### src/rtl/seq_nr_divider_pkg.sv
// Shared types and sizing helpers for the sequential non-restoring divider.
package seq_div_pkg;

   typedef enum logic [1:0] {
      IDLE = 2'd0,
      CALC = 2'd1,
      FIX  = 2'd2,
      DONE = 2'd3
   } state_t;

   function automatic int cnt_width(input int data_width);
      return $clog2(data_width + 1);
   endfunction

endpackage

### src/rtl/seq_nr_divider_addsub.sv
// Combinational add/sub step: y = a + (b ^ {sub}) + sub, carry-out dropped.
module nr_addsub_step #(
   parameter int WIDTH = 9
) (
   input  logic [WIDTH-1:0] a,
   input  logic [WIDTH-1:0] b,
   input  logic             sub,
   output logic [WIDTH-1:0] y
);

   assign y = a + (b ^ {WIDTH{sub}}) + {{(WIDTH-1){1'b0}}, sub};

endmodule

### src/rtl/seq_nr_divider.sv
// Unsigned non-restoring divider, one add/sub step per clock, valid/ready on both sides.
//
// state | meaning
// IDLE  | waiting for a request, in_ready high
// CALC  | DATA_WIDTH add-or-subtract steps on {P,Q}
// FIX   | final remainder correction when P is negative
// DONE  | result presented until the consumer accepts it
module seq_nr_divider
   import seq_div_pkg::*;
#(
   parameter int DATA_WIDTH = 8
) (
   input  logic                  clk,
   input  logic                  rst,
   input  logic                  in_valid,
   output logic                  in_ready,
   input  logic [DATA_WIDTH-1:0] dividend,
   input  logic [DATA_WIDTH-1:0] divisor,
   output logic                  out_valid,
   input  logic                  out_ready,
   output logic [DATA_WIDTH-1:0] quotient,
   output logic [DATA_WIDTH-1:0] remainder,
   output logic                  div_by_zero
);

   localparam int W  = DATA_WIDTH;
   localparam int CW = cnt_width(DATA_WIDTH);

   state_t        state;
   state_t        state_next;
   logic [W:0]    p;
   logic [W-1:0]  q;
   logic [W:0]    d;
   logic [CW-1:0] cnt;

   logic [W:0]    add_a;
   logic          add_sub;
   logic [W:0]    add_y;
   logic          accept;
   logic          resp_hs;

   assign accept  = in_valid && in_ready;
   assign resp_hs = out_valid && out_ready;

   // CALC feeds the shifted partial remainder; FIX reuses the adder as a plain add.
   always_comb begin
      add_a   = p;
      add_sub = 1'b0;
      if (state == CALC) begin
         add_a   = {p[W-1:0], q[W-1]};
         add_sub = ~p[W];
      end
   end

   nr_addsub_step #(.WIDTH(W + 1)) u_step (
      .a   (add_a),
      .b   (d),
      .sub (add_sub),
      .y   (add_y)
   );

   always_comb begin
      state_next = state;
      case (state)
         IDLE: if (accept) state_next = (divisor == '0) ? DONE : CALC;
         CALC: if (cnt == CW'(1)) state_next = FIX;
         FIX:  state_next = DONE;
         DONE: if (resp_hs) state_next = IDLE;
         default: state_next = IDLE;
      endcase
   end

   always_ff @(posedge clk) begin
      if (rst) begin
         state       <= IDLE;
         in_ready    <= 1'b1;
         out_valid   <= 1'b0;
         quotient    <= '0;
         remainder   <= '0;
         div_by_zero <= 1'b0;
         p           <= '0;
         q           <= '0;
         d           <= '0;
         cnt         <= '0;
      end else begin
         state     <= state_next;
         in_ready  <= (state_next == IDLE);
         // out_valid trails DONE entry by one edge and drops on the handshake edge
         out_valid <= (state == DONE) && !resp_hs;
         case (state)
            IDLE: begin
               if (accept) begin
                  p           <= '0;
                  q           <= dividend;
                  d           <= {1'b0, divisor};
                  cnt         <= CW'(W);
                  div_by_zero <= 1'b0;
                  if (divisor == '0) begin
                     quotient    <= '1;
                     remainder   <= dividend;
                     div_by_zero <= 1'b1;
                  end
               end
            end
            CALC: begin
               p   <= add_y;
               q   <= {q[W-2:0], ~add_y[W]};
               cnt <= cnt - CW'(1);
            end
            FIX: begin
               if (p[W]) p <= add_y;
               quotient  <= q;
               remainder <= p[W] ? add_y[W-1:0] : p[W-1:0];
            end
            default: ;
         endcase
      end
   end

endmodule

### config.mk
export PLATFORM = sky130hd
export DESIGN_NAME = seq_nr_divider
export DESIGN_NICKNAME = d
export VERILOG_FILES = /design/src/rtl/seq_nr_divider_pkg.sv /design/src/rtl/seq_nr_divider_addsub.sv /design/src/rtl/seq_nr_divider.sv
export SDC_FILE = /design/constraint.sdc
export NUM_CORES = 1
export LEC_CHECK = 0
export ABC_AREA = 1
export BUFFER_PORTS_ARGS = -buffer_cell sky130_fd_sc_hd__buf_2
export CAP_MARGIN = 5
export CORE_ASPECT_RATIO = 2
export CORE_MARGIN = 8
export CORE_UTILIZATION = 57
export CTS_CLUSTER_SIZE = 16
export DETAILED_ROUTE_END_ITERATION = 12
export PLACE_DENSITY = 0.79
export SETUP_SLACK_MARGIN = 0.05
export SYNTH_ARGS = -nofsm -noshare
export SYNTH_HDL_FRONTEND = slang
export SYNTH_SLANG_ARGS = --single-unit
### constraint.sdc
create_clock -name clk -period 2.8 [get_ports clk]
set_input_delay 0.56 -clock clk [delete_from_list [all_inputs] [get_ports clk]]
set_output_delay 0.56 -clock clk [all_outputs]
set_load 0.01 [all_outputs]
==> impl_metrics.ini, run 1 <==
[global_routing]
antenna_found_initial = 0
gr-total-overflow = 0
grt_pass1_wl_um = 11700
grt_pass1_vias = 2651
grt_max_degree = 27
grt_util_all_layers_pct = 19.6

[power_and_ir_drop]
cellLeakagePower_nw = 1.43
p_per_area_nw_per_um2 = 953
peakVddDrop_v = 0.000558
total_power_mw = 2.96

[synth]
ys_top_cells_by_area = dfxtp_1, nand2_1, o21ai_0
synth-seq-cells = 50
yosysWarnings = 0
synthArstFlopShare_pct = 0
ys_seq_area_share_pct = 36.0
yosysTopAreaCellShare_pct = 36.0
syn_nets = 433
synth_cells = 398
syn-cell-area_um2 = 2780
ys_types = 34
syn_area_per_cell_um2 = 6.99
synth_top_area_cell = dfxtp_1
synth_ff_type = dfxtp_1
synth_edf_count = 0

[die]
dieArea_um2 = 7500
die-height_um = 115
row_count = 36
core-area_um2 = 4770
pin_count = 39
die_x_um = 65.4
start_util_pct = 58.2

[status]
status = finished clean

[clocking]
cts_htree_levels = 2
tritoncts = built
clk_latency_ns = 0.31
root_buffer = clkbuf_8
cts_sinks = 50
cts_inserted_buffers = 5
cts_max_path_buffers = 2
path_clk_slew_ns = 0.09
ctsResizeCount = 0
postCtsSetupBuffers = 0
hold_buffers = 0

[sta]
grt_setup_unrepaired = false
worst_pin_slew_ns = 0.721
setup-violations-final = 0
slew_headroom_pct = 51.9
period_needed_ns = 2.54
fin_ws_ns = 0.263
fin_setup_tns_ns = 0
finalHoldViolCount = 0
slew_viol_final = 0
skew_ns = 0.00612
period_share_pct = 90.6
timing.fmax_mhz = 394

[route]
via_per_inst = 5.48
routedWlPerCell_um = 14.1
totalWireLength_um = 6940
ant_nets = 0
via_count = 2703
route.detailed.drc = 0
drt_iter0_markers = 170
first_pass_iters = 5

[run]
max-cap-violations = 0

[place]
place_hpwl_um = 5360
placed_cell_area_um2 = 3010
dp_slack_ns = 0.180
portBuffers = 38
gp_congestion = 0.895

[worst_setup_path]
start_kind = flop
crit_fanout = 10
reg2reg_slack_ns = 0.26
crit_required_ns = 2.98
crit_type = reg -> reg
end_kind = flop
worstPathArrival_ns = 2.72

[finish]
finalInstanceArea_um2 = 3100
final_util_pct = 65.0
areaGrowthSynthToFinish_pct = 11.6
layout-drive-gt1-share_pct = 14.9
fill_cells = 437
final_nets = 470
antenna_cells = 0

[hold_path]
min_path_type = reg -> reg
critical path, cell delays in order, from the launching register on:
cell	delay, ns
dfxtp_1	0.36
inv_1	0.14
ha_2	0.31
nand2_2	0.21
xor2_1	0.20
ha_1	0.35
a21oi_1	0.16
nand2_1	0.10
nand2_1	0.09
nand2_1	0.07
or2_2	0.28
nand3_1	0.07
a21oi_1	0.06
sequential cells by signal, indices dropped and copies added, names as in the netlist:
register     cells
q                8
quotient         8
remainder        8
cnt              4
state            2
out_valid        1
d                8
p                9
in_ready         1
div_by_zero      1
cell usage in the layout, fill, tap and decap left out, types with 5 or more instances in the layout:
master,instances
inv_1,47
clkbuf_8,5
ha_1,13
buf_4,6
a21oi_1,41
xor2_1,11
nand2_1,93
nor2_1,25
buf_2,38
a31oi_1,7
o21ai_0,46
nand3_1,21
dfxtp_1,50
layout make-up:
cell class                      count  area [µm²]  share of cell area, %
Clock inverter                      2        13.8                  0.444
Timing Repair Buffer               44         235                   7.58
Multi-Input combinational cell    284        1520                   49.0
Tap cell                           57        71.3                   2.30
Sequential cell                    50        1000                   32.3
Clock buffer                        6        72.6                   2.34
Inverter                           50         188                   6.05
through the flow:
| stage | instances | hold WS [ns] |
|---|---|---|
| 2_1_floorplan | 398 | 0.445 |
| 3_3_place_gp | 485 | 0.448 |
| 3_5_place_dp | 485 | 0.449 |
| 4_1_cts | 493 | 0.463 |
| 5_1_grt | 493 | 0.474 |
| 6_report | 493 | 0.460 |
synth_stat cells (2+ instances only):
cell type	n
o21ai_0	46
buf_6	3
inv_1	47
a21oi_1	41
nor2_4	2
clkbuf_1	8
inv_2	3
dfxtp_1	50
a31oi_1	7
ha_1	14
xor2_1	12
nand2_2	3
nor2_1	25
nand3_1	21
nor3_1	2
nand2_1	93
o21ai_2	3
nand3b_1	2
where the power goes:
part	total [mW]	internal, mW	switching, mW
Clock	0.420	0.177	0.243
Combinational	1.51	0.526	0.981
Sequential	1.03	0.906	0.125
Total	2.96	1.61	1.35
path summary, 6_finish.rpt:
check | start | to | cells after the start
worst max-delay path | state[1] | p[6] | 12
worst min-delay path | quotient[0] | quotient[0] | 2
worst max register to register | state[1] | p[6] | 12
worst min register to register | quotient[0] | quotient[0] | 2
per-layer routing:
| metal | global-route usage (%) | vias to the layer above | share of wire, % |
|---|---|---|---|
| met3 | 4.29 | 27 | 5.7 |
| met2 | 33.5 | 102 | 49 |
| met1 | 20.7 | 1206 | 40 |
| li1 | - | 1368 | - |
| met5 | 0 | - | 0 |
| met4 | 12.8 | 0 | 5.5 |
cell families (layout without fill, tap and decap cells):
| kind of cell | after synthesis | after routing | synth area share [%] |
|---|---|---|---|
| xor+xnor | 12 | 12 | 3.78 |
| buf+inv | 64 | 102 | 9.63 |
| flops | 50 | 50 | 36.0 |
| compound gates | 106 | 106 | 20.7 |
| fa+ha+maj | 15 | 15 | 7.02 |
| simple gates | 151 | 151 | 22.8 |
(Power assumes the default switching activity.)
==> inputs of run 2 (changes only) <==
CELL_PAD_IN_SITES_DETAIL_PLACEMENT = 1   (was default)
CELL_PAD_IN_SITES_GLOBAL_PLACEMENT = 1   (was default)
CORE_UTILIZATION = 41   (was 57)
PLACE_DENSITY = default   (was 0.79)
PLACE_DENSITY_LB_ADDON = 0.1   (was default)
==> run 2 against run 1 <==
Critical path depth increased by 1; sequential cell count is the same; total power up 12%; final cell count is 6.7% higher; clock skew down 0.0026 ns; maximum frequency is essentially flat; sequential power about the same; register-to-register slack barely moved; hold slack worse by 0.00070 ns; combinational power up 5%; global-route usage shrank 1.4 points; count of clock-buffer cells in the layout shrank 1.
==> impl_metrics.ini, run 2 (synthesis gave the netlist of run 1 again) <==
[die]
die_x_um = 74.2
start_util_pct = 42.3
dieArea_um2 = 9830
die-height_um = 132
core-area_um2 = 6570
pin_count = 39
row_count = 42

[place]
dp.cells = 518
portBuffers = 38
place_hpwl_um = 6620
dp_slack_ns = 0.0858
gp_congestion = 0.829
placed_cell_area_um2 = 3060

[sta]
fin_setup_tns_ns = 0
setup-violations-final = 0
skew_ns = 0.00351
slew_viol_final = 0
grt_setup_unrepaired = true
period_needed_ns = 2.54
timing.fmax_mhz = 394
slew_headroom_pct = 50.5
period_share_pct = 90.7
finalHoldViolCount = 0
worst_pin_slew_ns = 0.742
fin_ws_ns = 0.261

[clocking]
cts_sinks = 50
path_clk_slew_ns = 0.07
clk_latency_ns = 0.29
root_buffer = clkbuf_16
cts_max_path_buffers = 2
hold_buffers = 0
tritoncts = built
cts_htree_levels = 2
cts_inserted_buffers = 5

[worst_setup_path]
critical_path.cell_chain = inv_1, ha_4, buf_4, nand2_1, o21ai_1, ha_1, a21oi_1, nand2_2, nand2_1, nand2_1, or2_2, nand3_1, a21oi_1
cp_common_cell = nand2_1
end_kind = flop
worstPathArrival_ns = 2.71
worst_path_max_delay_cell = ha_1
cp_num_buf_inv = 2
crit_type = reg -> reg
crit_required_ns = 2.97
start_kind = flop
critPathMaxStageDelay_ns = 0.34
critical_path.top_delay_family = simple AND/OR/NAND/NOR gates
crit_fanout = 13

[finish]
antenna_cells = 0
seqCellArea_um2 = 1000
areaGrowthSynthToFinish_pct = 16.7
regMostFlops = p
multi_input_area_um2 = 1530
final_nets = 472
fin_cells = 526
fill_cells = 876
largest_register_ffs = 9
finalInstanceArea_um2 = 3240
layout-drive-gt1-share_pct = 15.8
final_cell_mix = nand2_1, dfxtp_1, inv_1
final_common_cell = nand2_1

[global_routing]
grt_pass1_wl_um = 14000
gr-total-overflow = 0
grt_pass1_vias = 2899
antenna_found_initial = 0
grt_max_degree = 27
grt_util_all_layers_pct = 18.2

[route]
routedWlPerCell_um = 15.8
via_per_inst = 5.21
first_pass_iters = 4
drt_iter0_markers = 95
totalWireLength_um = 8310
ant_nets = 0
via_count = 2738
route.detailed.drc = 0

[status]
status = finished clean

[power_and_ir_drop]
cellLeakagePower_nw = 1.48
total_power_mw = 3.31
p_per_area_nw_per_um2 = 1020
peakVddDrop_v = 0.000441

[hold_path]
min_path_type = reg -> reg

[run]
max-cap-violations = 0
==> run 2: what timing repair did <==
action / CTS / global route
buffers inserted: 0 / 0
endpoints found under the setup margin: 0 / 10
gates resized for setup: 0 / 5
==> run 2: worst min-delay path: stages (launching register included) <==
cell and delay, ns:
dfxtp_1 0.31, nand2_1 0.06, a21oi_1 0.05
==> run 2: metrics by stage <==
stage / hold WS [ns] / utilization (%)
final: 0.459 / 49.4
after global routing: 0.477 / 49.4
after CTS: 0.463 / 49.1
after detailed placement: 0.454 / 46.6
after global placement: 0.446 / 46.6
after floorplan: 0.445 / -
==> run 2: worst paths after layout <==
path / start / to / slack [ns] / cells after the start
worst min-delay path: quotient[2] / quotient[2] / 0.46 / 2
worst max-delay path: state[1] / p[6] / 0.26 / 13
worst max register to register: state[1] / p[6] / 0.26 / 13
worst min register to register: quotient[2] / quotient[2] / 0.46 / 2
==> run 2: layout make-up <==
type	count	area share (%)
multi-input combinational	284	47.1
inverter	50	5.79
clock inverter	3	1.23
clock buffer	5	3.86
timing repair buffer	46	7.72
tap	88	3.40
sequential	50	30.9
==> run 2: report_power, final <==
part	internal, mW	leakage (nW)	switching (mW)	total, mW
clock	0.418	0.0836	0.267	0.685
combinational	0.543	0.989	1.05	1.59
sequential	0.907	0.408	0.124	1.03
==> run 2: per-layer routing <==
metal  GRT usage, %  part of all wire (%)  wire [µm]  vias to the layer above
met2           35.2                    58       4850                       33
met5              0                     0          0                        -
met3           2.80                   3.0        250                       12
met1           17.9                    37       3040                     1316
li1               -                     -          -                     1377
met4           6.70                   2.0        167                        0
